$ cat src/rtl/snn_pkg.sv
// Shared types, default neuron constants and saturating helpers for the
// spiking-network layers.
package snn_pkg;

  // Per-layer step sequencer states.
  typedef enum logic [1:0] {
    ST_IDLE   = 2'd0,
    ST_ACCUM  = 2'd1,
    ST_UPDATE = 2'd2,
    ST_DONE   = 2'd3
  } lif_state_t;

  // Default neuron dynamics, shared by every layer instance.
  localparam int DEF_THRESHOLD     = 32;
  localparam int DEF_THRESHOLD_INC = 4;
  localparam int DEF_THRESHOLD_DEC = 2;
  localparam int DEF_THRESHOLD_MIN = 16;
  localparam int DEF_LEAK_SHIFT    = 1;

  // Unsigned a + b, clamped to max_v. Callers cast down to their own width.
  function automatic logic [31:0] sat_add(input logic [31:0] a,
                                          input logic [31:0] b,
                                          input logic [31:0] max_v);
    logic [32:0] s;
    s = {1'b0, a} + {1'b0, b};
    if (s > {1'b0, max_v}) return max_v;
    return s[31:0];
  endfunction

  // Unsigned max(a - b, floor_v); an underflowing difference also yields floor_v.
  function automatic logic [31:0] sat_sub(input logic [31:0] a,
                                          input logic [31:0] b,
                                          input logic [31:0] floor_v);
    if (a < b) return floor_v;
    if ((a - b) < floor_v) return floor_v;
    return a - b;
  endfunction

endpackage

$ cat src/rtl/lif_update.sv
// Combinational leak / integrate / fire / threshold-adapt step for one
// neuron. Purely combinational so a parallel layer can replicate it.
module lif_update
  import snn_pkg::*;
#(
  parameter int VW            = 12,
  parameter int ACC_W         = 11,
  parameter int THRESHOLD_INC = DEF_THRESHOLD_INC,
  parameter int THRESHOLD_DEC = DEF_THRESHOLD_DEC,
  parameter int THRESHOLD_MIN = DEF_THRESHOLD_MIN,
  parameter int LEAK_SHIFT    = DEF_LEAK_SHIFT
) (
  input  logic [VW-1:0]    v_i,
  input  logic [VW-1:0]    thr_i,
  input  logic [ACC_W-1:0] acc_i,
  output logic [VW-1:0]    v_next_o,
  output logic [VW-1:0]    thr_next_o,
  output logic             fire_o
);

  localparam logic [31:0] VMAX = 32'((64'd1 << VW) - 64'd1);

  logic [VW-1:0] w_leaked;
  logic [VW-1:0] w_vn;

  // Leak, integrate with saturation, then compare against the pre-update threshold.
  always_comb begin
    w_leaked = v_i - (v_i >> LEAK_SHIFT);
    w_vn     = VW'(sat_add(32'(w_leaked), 32'(acc_i), VMAX));
    fire_o   = (w_vn >= thr_i);
    if (fire_o) begin
      v_next_o   = '0;
      thr_next_o = VW'(sat_add(32'(thr_i), 32'(THRESHOLD_INC), VMAX));
    end else begin
      v_next_o   = w_vn;
      thr_next_o = VW'(sat_sub(32'(thr_i), 32'(THRESHOLD_DEC), 32'(THRESHOLD_MIN)));
    end
  end

endmodule

$ cat src/rtl/lif_layer.sv
// Time-multiplexed fully-connected layer of leaky integrate-and-fire neurons.
// One accumulate/update datapath walks every (neuron, input) pair per step.
//
// Handshake: a timestep is accepted on a rising clk edge where step_valid_i
// and step_ready_o are both high; step_valid_i while not ready is ignored.
// spike_valid_o is a one-cycle pulse marking a new spike_o; step_ready_o
// stays low through that pulse and rises the cycle after it.
module lif_layer
  import snn_pkg::*;
#(
  parameter int N_IN          = 8,
  parameter int N_OUT         = 10,
  parameter int WIDTH_P       = 8,
  parameter int THRESHOLD     = DEF_THRESHOLD,
  parameter int THRESHOLD_INC = DEF_THRESHOLD_INC,
  parameter int THRESHOLD_DEC = DEF_THRESHOLD_DEC,
  parameter int THRESHOLD_MIN = DEF_THRESHOLD_MIN,
  parameter int LEAK_SHIFT    = DEF_LEAK_SHIFT,
  localparam int VW = WIDTH_P + $clog2(N_IN) + 1,
  localparam int AW = $clog2(N_IN * N_OUT)
) (
  input  logic               clk_i,
  input  logic               rst_i,
  input  logic               clear_i,
  input  logic [N_IN-1:0]    spike_i,
  input  logic               step_valid_i,
  output logic               step_ready_o,
  output logic [N_OUT-1:0]   spike_o,
  output logic               spike_valid_o,
  input  logic               w_we_i,
  input  logic [AW-1:0]      w_addr_i,
  input  logic [WIDTH_P-1:0] w_data_i,
  output logic [1:0]         dbg_state_o
);

  localparam int ACC_W = WIDTH_P + $clog2(N_IN);
  localparam int NW    = N_IN * N_OUT;
  localparam int IW    = (N_IN > 1) ? $clog2(N_IN) : 1;
  localparam int JW    = (N_OUT > 1) ? $clog2(N_OUT) : 1;
  localparam logic [IW-1:0] I_LAST = IW'(N_IN - 1);
  localparam logic [JW-1:0] J_LAST = JW'(N_OUT - 1);
  localparam logic [AW:0]   NW_L   = (AW + 1)'(NW);
  localparam logic [AW-1:0] N_IN_A = AW'(N_IN);

  lif_state_t         r_state;
  lif_state_t         w_state_next;
  logic [IW-1:0]      r_i;
  logic [JW-1:0]      r_j;
  logic [ACC_W-1:0]   r_acc;
  logic [N_IN-1:0]    r_spike_q;
  logic [N_OUT-1:0]   r_spike_q_out;
  logic [N_OUT-1:0]   r_spike_o;
  logic               r_spike_valid;
  logic [WIDTH_P-1:0] r_w   [NW];
  logic [VW-1:0]      r_v   [N_OUT];
  logic [VW-1:0]      r_thr [N_OUT];

  logic               w_accept;
  logic [AW-1:0]      w_rd_addr;
  logic [ACC_W-1:0]   w_addend;
  logic [VW-1:0]      w_v_next;
  logic [VW-1:0]      w_thr_next;
  logic               w_fire;

  // The pulse cycle is excluded so ready rises only after spike_valid_o falls.
  assign step_ready_o  = (r_state == ST_IDLE) && !r_spike_valid;
  assign w_accept      = step_ready_o && step_valid_i;
  assign spike_o       = r_spike_o;
  assign spike_valid_o = r_spike_valid;
  assign dbg_state_o   = r_state;

  // Combinational RAM read: a same-cycle write to this address is seen next cycle.
  assign w_rd_addr = AW'(r_j) * N_IN_A + AW'(r_i);
  assign w_addend  = r_spike_q[r_i] ? ACC_W'(r_w[w_rd_addr]) : '0;

  lif_update #(
    .VW            (VW),
    .ACC_W         (ACC_W),
    .THRESHOLD_INC (THRESHOLD_INC),
    .THRESHOLD_DEC (THRESHOLD_DEC),
    .THRESHOLD_MIN (THRESHOLD_MIN),
    .LEAK_SHIFT    (LEAK_SHIFT)
  ) u_update (
    .v_i        (r_v[r_j]),
    .thr_i      (r_thr[r_j]),
    .acc_i      (r_acc),
    .v_next_o   (w_v_next),
    .thr_next_o (w_thr_next),
    .fire_o     (w_fire)
  );

  // State register; reset and clear both abandon any step in flight.
  always_ff @(posedge clk_i) begin
    if (rst_i || clear_i) r_state <= ST_IDLE;
    else                  r_state <= w_state_next;
  end

  // Next-state: N_IN accumulate cycles plus one update cycle per neuron.
  always_comb begin
    w_state_next = r_state;
    unique case (r_state)
      ST_IDLE:   if (w_accept) w_state_next = ST_ACCUM;
      ST_ACCUM:  if (r_i == I_LAST) w_state_next = ST_UPDATE;
      ST_UPDATE: w_state_next = (r_j == J_LAST) ? ST_DONE : ST_ACCUM;
      ST_DONE:   w_state_next = ST_IDLE;
      default:   w_state_next = ST_IDLE;
    endcase
  end

  // Step datapath: latch inputs, walk (j, i), accumulate, collect fire bits.
  always_ff @(posedge clk_i) begin
    if (rst_i || clear_i) begin
      r_i           <= '0;
      r_j           <= '0;
      r_acc         <= '0;
      r_spike_q     <= '0;
      r_spike_q_out <= '0;
    end else begin
      case (r_state)
        ST_IDLE: begin
          if (w_accept) begin
            r_spike_q     <= spike_i;
            r_i           <= '0;
            r_j           <= '0;
            r_acc         <= '0;
            r_spike_q_out <= '0;
          end
        end
        ST_ACCUM: begin
          r_acc <= r_acc + w_addend;
          if (r_i != I_LAST) r_i <= r_i + 1'b1;
        end
        ST_UPDATE: begin
          r_spike_q_out[r_j] <= w_fire;
          if (r_j != J_LAST) begin
            r_j   <= r_j + 1'b1;
            r_i   <= '0;
            r_acc <= '0;
          end
        end
        default: ;
      endcase
    end
  end

  // Output register: publish the step's spikes with a one-cycle valid pulse.
  always_ff @(posedge clk_i) begin
    if (rst_i || clear_i) begin
      r_spike_o     <= '0;
      r_spike_valid <= 1'b0;
    end else begin
      r_spike_valid <= (r_state == ST_DONE);
      if (r_state == ST_DONE) r_spike_o <= r_spike_q_out;
    end
  end

  // Neuron state: membrane and adaptive threshold, written back in UPDATE.
  always_ff @(posedge clk_i) begin
    if (rst_i || clear_i) begin
      for (int k = 0; k < N_OUT; k++) begin
        r_v[k]   <= '0;
        r_thr[k] <= VW'(THRESHOLD);
      end
    end else if (r_state == ST_UPDATE) begin
      r_v[r_j]   <= w_v_next;
      r_thr[r_j] <= w_thr_next;
    end
  end

  // Weight RAM: writable in any state; clear keeps it, reset zeroes it.
  always_ff @(posedge clk_i) begin
    if (rst_i) begin
      for (int k = 0; k < NW; k++) r_w[k] <= '0;
    end else if (w_we_i && ({1'b0, w_addr_i} < NW_L)) begin
      r_w[w_addr_i] <= w_data_i;
    end
  end

endmodule

$ cat config.mk
export PLATFORM = sky130hd
export DESIGN_NAME = lif_layer
export DESIGN_NICKNAME = d
export VERILOG_FILES = /design/src/rtl/snn_pkg.sv /design/src/rtl/lif_update.sv /design/src/rtl/lif_layer.sv
export SDC_FILE = /design/constraint.sdc
export NUM_CORES = 2
export LEC_CHECK = 0
export CORE_UTILIZATION = 56
export DETAILED_ROUTE_END_ITERATION = 10
export GPL_ROUTABILITY_DRIVEN = 1
export PLACE_DENSITY = 0.8
export SLEW_MARGIN = 20
export SYNTH_ARGS = -nofsm -noshare
export SYNTH_HDL_FRONTEND = slang
export SYNTH_HIERARCHICAL = 1
export SYNTH_SLANG_ARGS = --single-unit
export TNS_END_PERCENT = 50
$ cat constraint.sdc
create_clock -name clk_i -period 8.8 [get_ports clk_i]
set_clock_uncertainty 0.15 [all_clocks]
set_input_delay 2.64 -clock clk_i [delete_from_list [all_inputs] [get_ports clk_i]]
set_output_delay 2.64 -clock clk_i [all_outputs]
set_load 0.02 [all_outputs]
==> reports/qor.txt <==
wire per inst: 24.52 um
Total GRT Usage: 25.61%
r2r setup slk: 0.63 ns
die width: 341.9 um
Hold Fails Final Rpt: 0
Worst R2R Path Depth: 27
Worst-path clk slew: 0.07 ns
min-delay src: r_spike_q[2]
Max-Slew Margin vs Limit: 26.78%
via count: 36516
number of global-route vias before repair: 36650
Synth Flop Type: edfxtp_1
Req. time, crit path: 9.24 ns
CTS Buf Count: 148
HPWL Detailed: 89130 um
DRC errors left: 14
Pwr Density: 203.3 nW/um^2
Die ar.: 116900 sq um
Warnings, synthesis: 6
Initial Util: 56.51%
Post CTS Setup Buffer Count: 0
fin crit period: 8.167 ns
post_cts resized: 0
Hold WS: 0.3091 ns
Syn Area/Cell: 16.26 sq um
Skew-Pair Late Insertion Delay: 0.78 ns
Critical Path Max Stage Delay: 0.59 ns
Pre-antenna DRT Iters: 11
number of clock sinks: 1461
commonest cells after routing, fill and taps aside: edfxtp_1, and2_1, mux4_2
synthesis-to-finish area growth: 11.87%
WHS Endpoint: r_spike_q[2]
reg2reg end: r_thr[9][10]
Max Fanout on Critical Path: 27
largest net degree at the start of global routing: 128
Post-Syn Area: 64700 sq um
run status: complete, but fails checks
CP top delay family: compound AO/OA/AOI/OAI gates
Row Count: 124
Nets: 4450
slew at the pin closest to its max-slew limit: 1.095 ns
Max Transition Viols Final: 0
crit path kind: reg2reg
Root Driver: clkbuf_16
max frequency: 122.4 MHz
# setup viols final: 0
vias per cell: 6.088
share of cells above drive strength 1: 17.88%
Worst setup SP type: flop
failing checks: design-rule violations
final core occ: 63.22%
I/O pin count: 42
cell count after synthesis: 3979
antenna violations before repair: 0
CTS Hold Bufs: 0
Detailed Route Iter0 Violations: 4426
first-pass GRT wire length: 223000 um
crit end category: flop
max cap viols: 0
sequential share of the synthesized area: 66.98%
worst path buffer plus inverter count: 4
Hold WC Path Type: reg2reg
Async S/R FF share, synth: 0%
WHS Path Cells: 2
Detail Route Antenna Nets: 0
H-tree Lvls: 4
# diodes: 0
number of synthesized register bits: 1461
Leak: 25.05 nW
core footprint: 114500 sq um
routability cong.: 0.8938
slowest CP cell: mux4_2
Power Total: 14.72 mW
RSZ-0062 raised after global routing: false
most common cell after layout, fill and taps aside: edfxtp_1
Max Root-Sink Buffers: 3
Port-buffer cells: 41
height of the die: 341.9 um
Overflow after GRT: 0
Routed WL: 147000 um
setup TNS: 0 ns
Yosys cell types: 77
CTS tree: yes
WP data arrival: 8.61 ns
fin crit share: 92.81%
Max IR drop VDD: 0.2052 mV
Post-synth EDFFs: 1408
==> power by group <==
part / total [mW] / internal (mW) / switching (mW)
sequential: 8.07 / 7.97 / 0.101
clock: 5.88 / 3.28 / 2.60
combinational: 0.768 / 0.283 / 0.484
total: 14.7 / 11.5 / 3.19
==> metrics by stage <==
stage | instances | setup WS [ns] | area, sq um
after global routing | 5998 | 0.1059 | 72380
after floorplan | 4362 | 1.297 | 66140
after detailed placement | 5726 | 0.9010 | 67890
final | 5998 | 0.6331 | 72380
after global placement | 5726 | 1.012 | 67890
after CTS | 5998 | 0.7820 | 72370
==> registers in the layout (all words and copies together) (netlist names), named ones only <==
| name | cells |
|---|---|
| spike_valid_o | 1 |
| r_i | 3 |
| r_v | 192 |
| r_spike_q | 8 |
| r_w | 1024 |
| r_spike_q_out | 10 |
| spike_o | 10 |
| r_j | 4 |
| r_thr | 192 |
| r_acc | 11 |
| dbg_state_o | 2 |
==> tightest hold or removal path, cell delays in order, from the launching register on <==
cell     delay (ns)
dfxtp_1        0.31
nand2_1        0.05
a21oi_1        0.05
==> final cells by class <==
cell class / count / area, sq um
Sequential cell: 1461 / 43360
Fill cell: 7876 / 42120
Tap cell: 1512 / 1892
Timing Repair Buffer: 108 / 958.4
Inverter: 62 / 235.2
Multi-Input combinational cell: 2583 / 21460
Clock inverter: 76 / 499.2
Clock buffer: 196 / 3979
==> logic make-up (layout without fill, tap and decap cells) <==
kind of cell,Yosys count,count (layout),share of synthesized area (%)
other,1,384,0.005796
AND/OR/NAND/NOR,1398,1398,11.87
buffers and inverters,318,442,2.179
flip-flops,1461,1461,66.98
XOR/XNOR,21,21,0.2843
multiplexers,419,419,14.37
AO/OA/AOI/OAI,303,303,3.148
adder cells (fa/ha/maj),58,58,1.156
==> synthesized netlist by cell type, types with 26 or more instances <==
library cell	number	area share [%]
buf_4	26	0.30
nand3_1	29	0.22
o21ai_0	43	0.33
and2_1	655	6.3
edfxtp_1	1408	65
mux4_2	408	14
and3_1	120	1.2
nor2_1	251	1.5
a21oi_1	84	0.65
ha_1	55	1.1
buf_2	29	0.22
inv_1	60	0.35
or2_2	86	0.83
a31oi_1	30	0.29
dfxtp_1	53	1.6
nand2_1	166	0.96
clkbuf_1	181	1.1
a22oi_1	37	0.43
==> metal layers <==
layer	global-route usage (%)	up-vias	wire, um
met5	0	-	0
met4	9.893	0	5553
met3	4.411	355	13130
met2	42.59	1958	73230
met1	33.94	18531	55130
li1	-	15672	-
==> how the worst max path moves through the flow <==
| stage | startpoint | end | cells after the start |
|---|---|---|---|
| 4_1_cts | flop | r_thr[12][6] | 29 |
| 6_report | flop | r_thr[9][10] | 27 |
| 3_3_place_gp | flop | r_thr[14][11] | 28 |
| 2_1_floorplan | flop | r_v[10][10] | 32 |
| 3_5_place_dp | flop | r_thr[13][10] | 28 |
| 5_1_grt | flop | r_thr[12][6] | 29 |
Note: power is estimated with default switching activity, not from simulation.
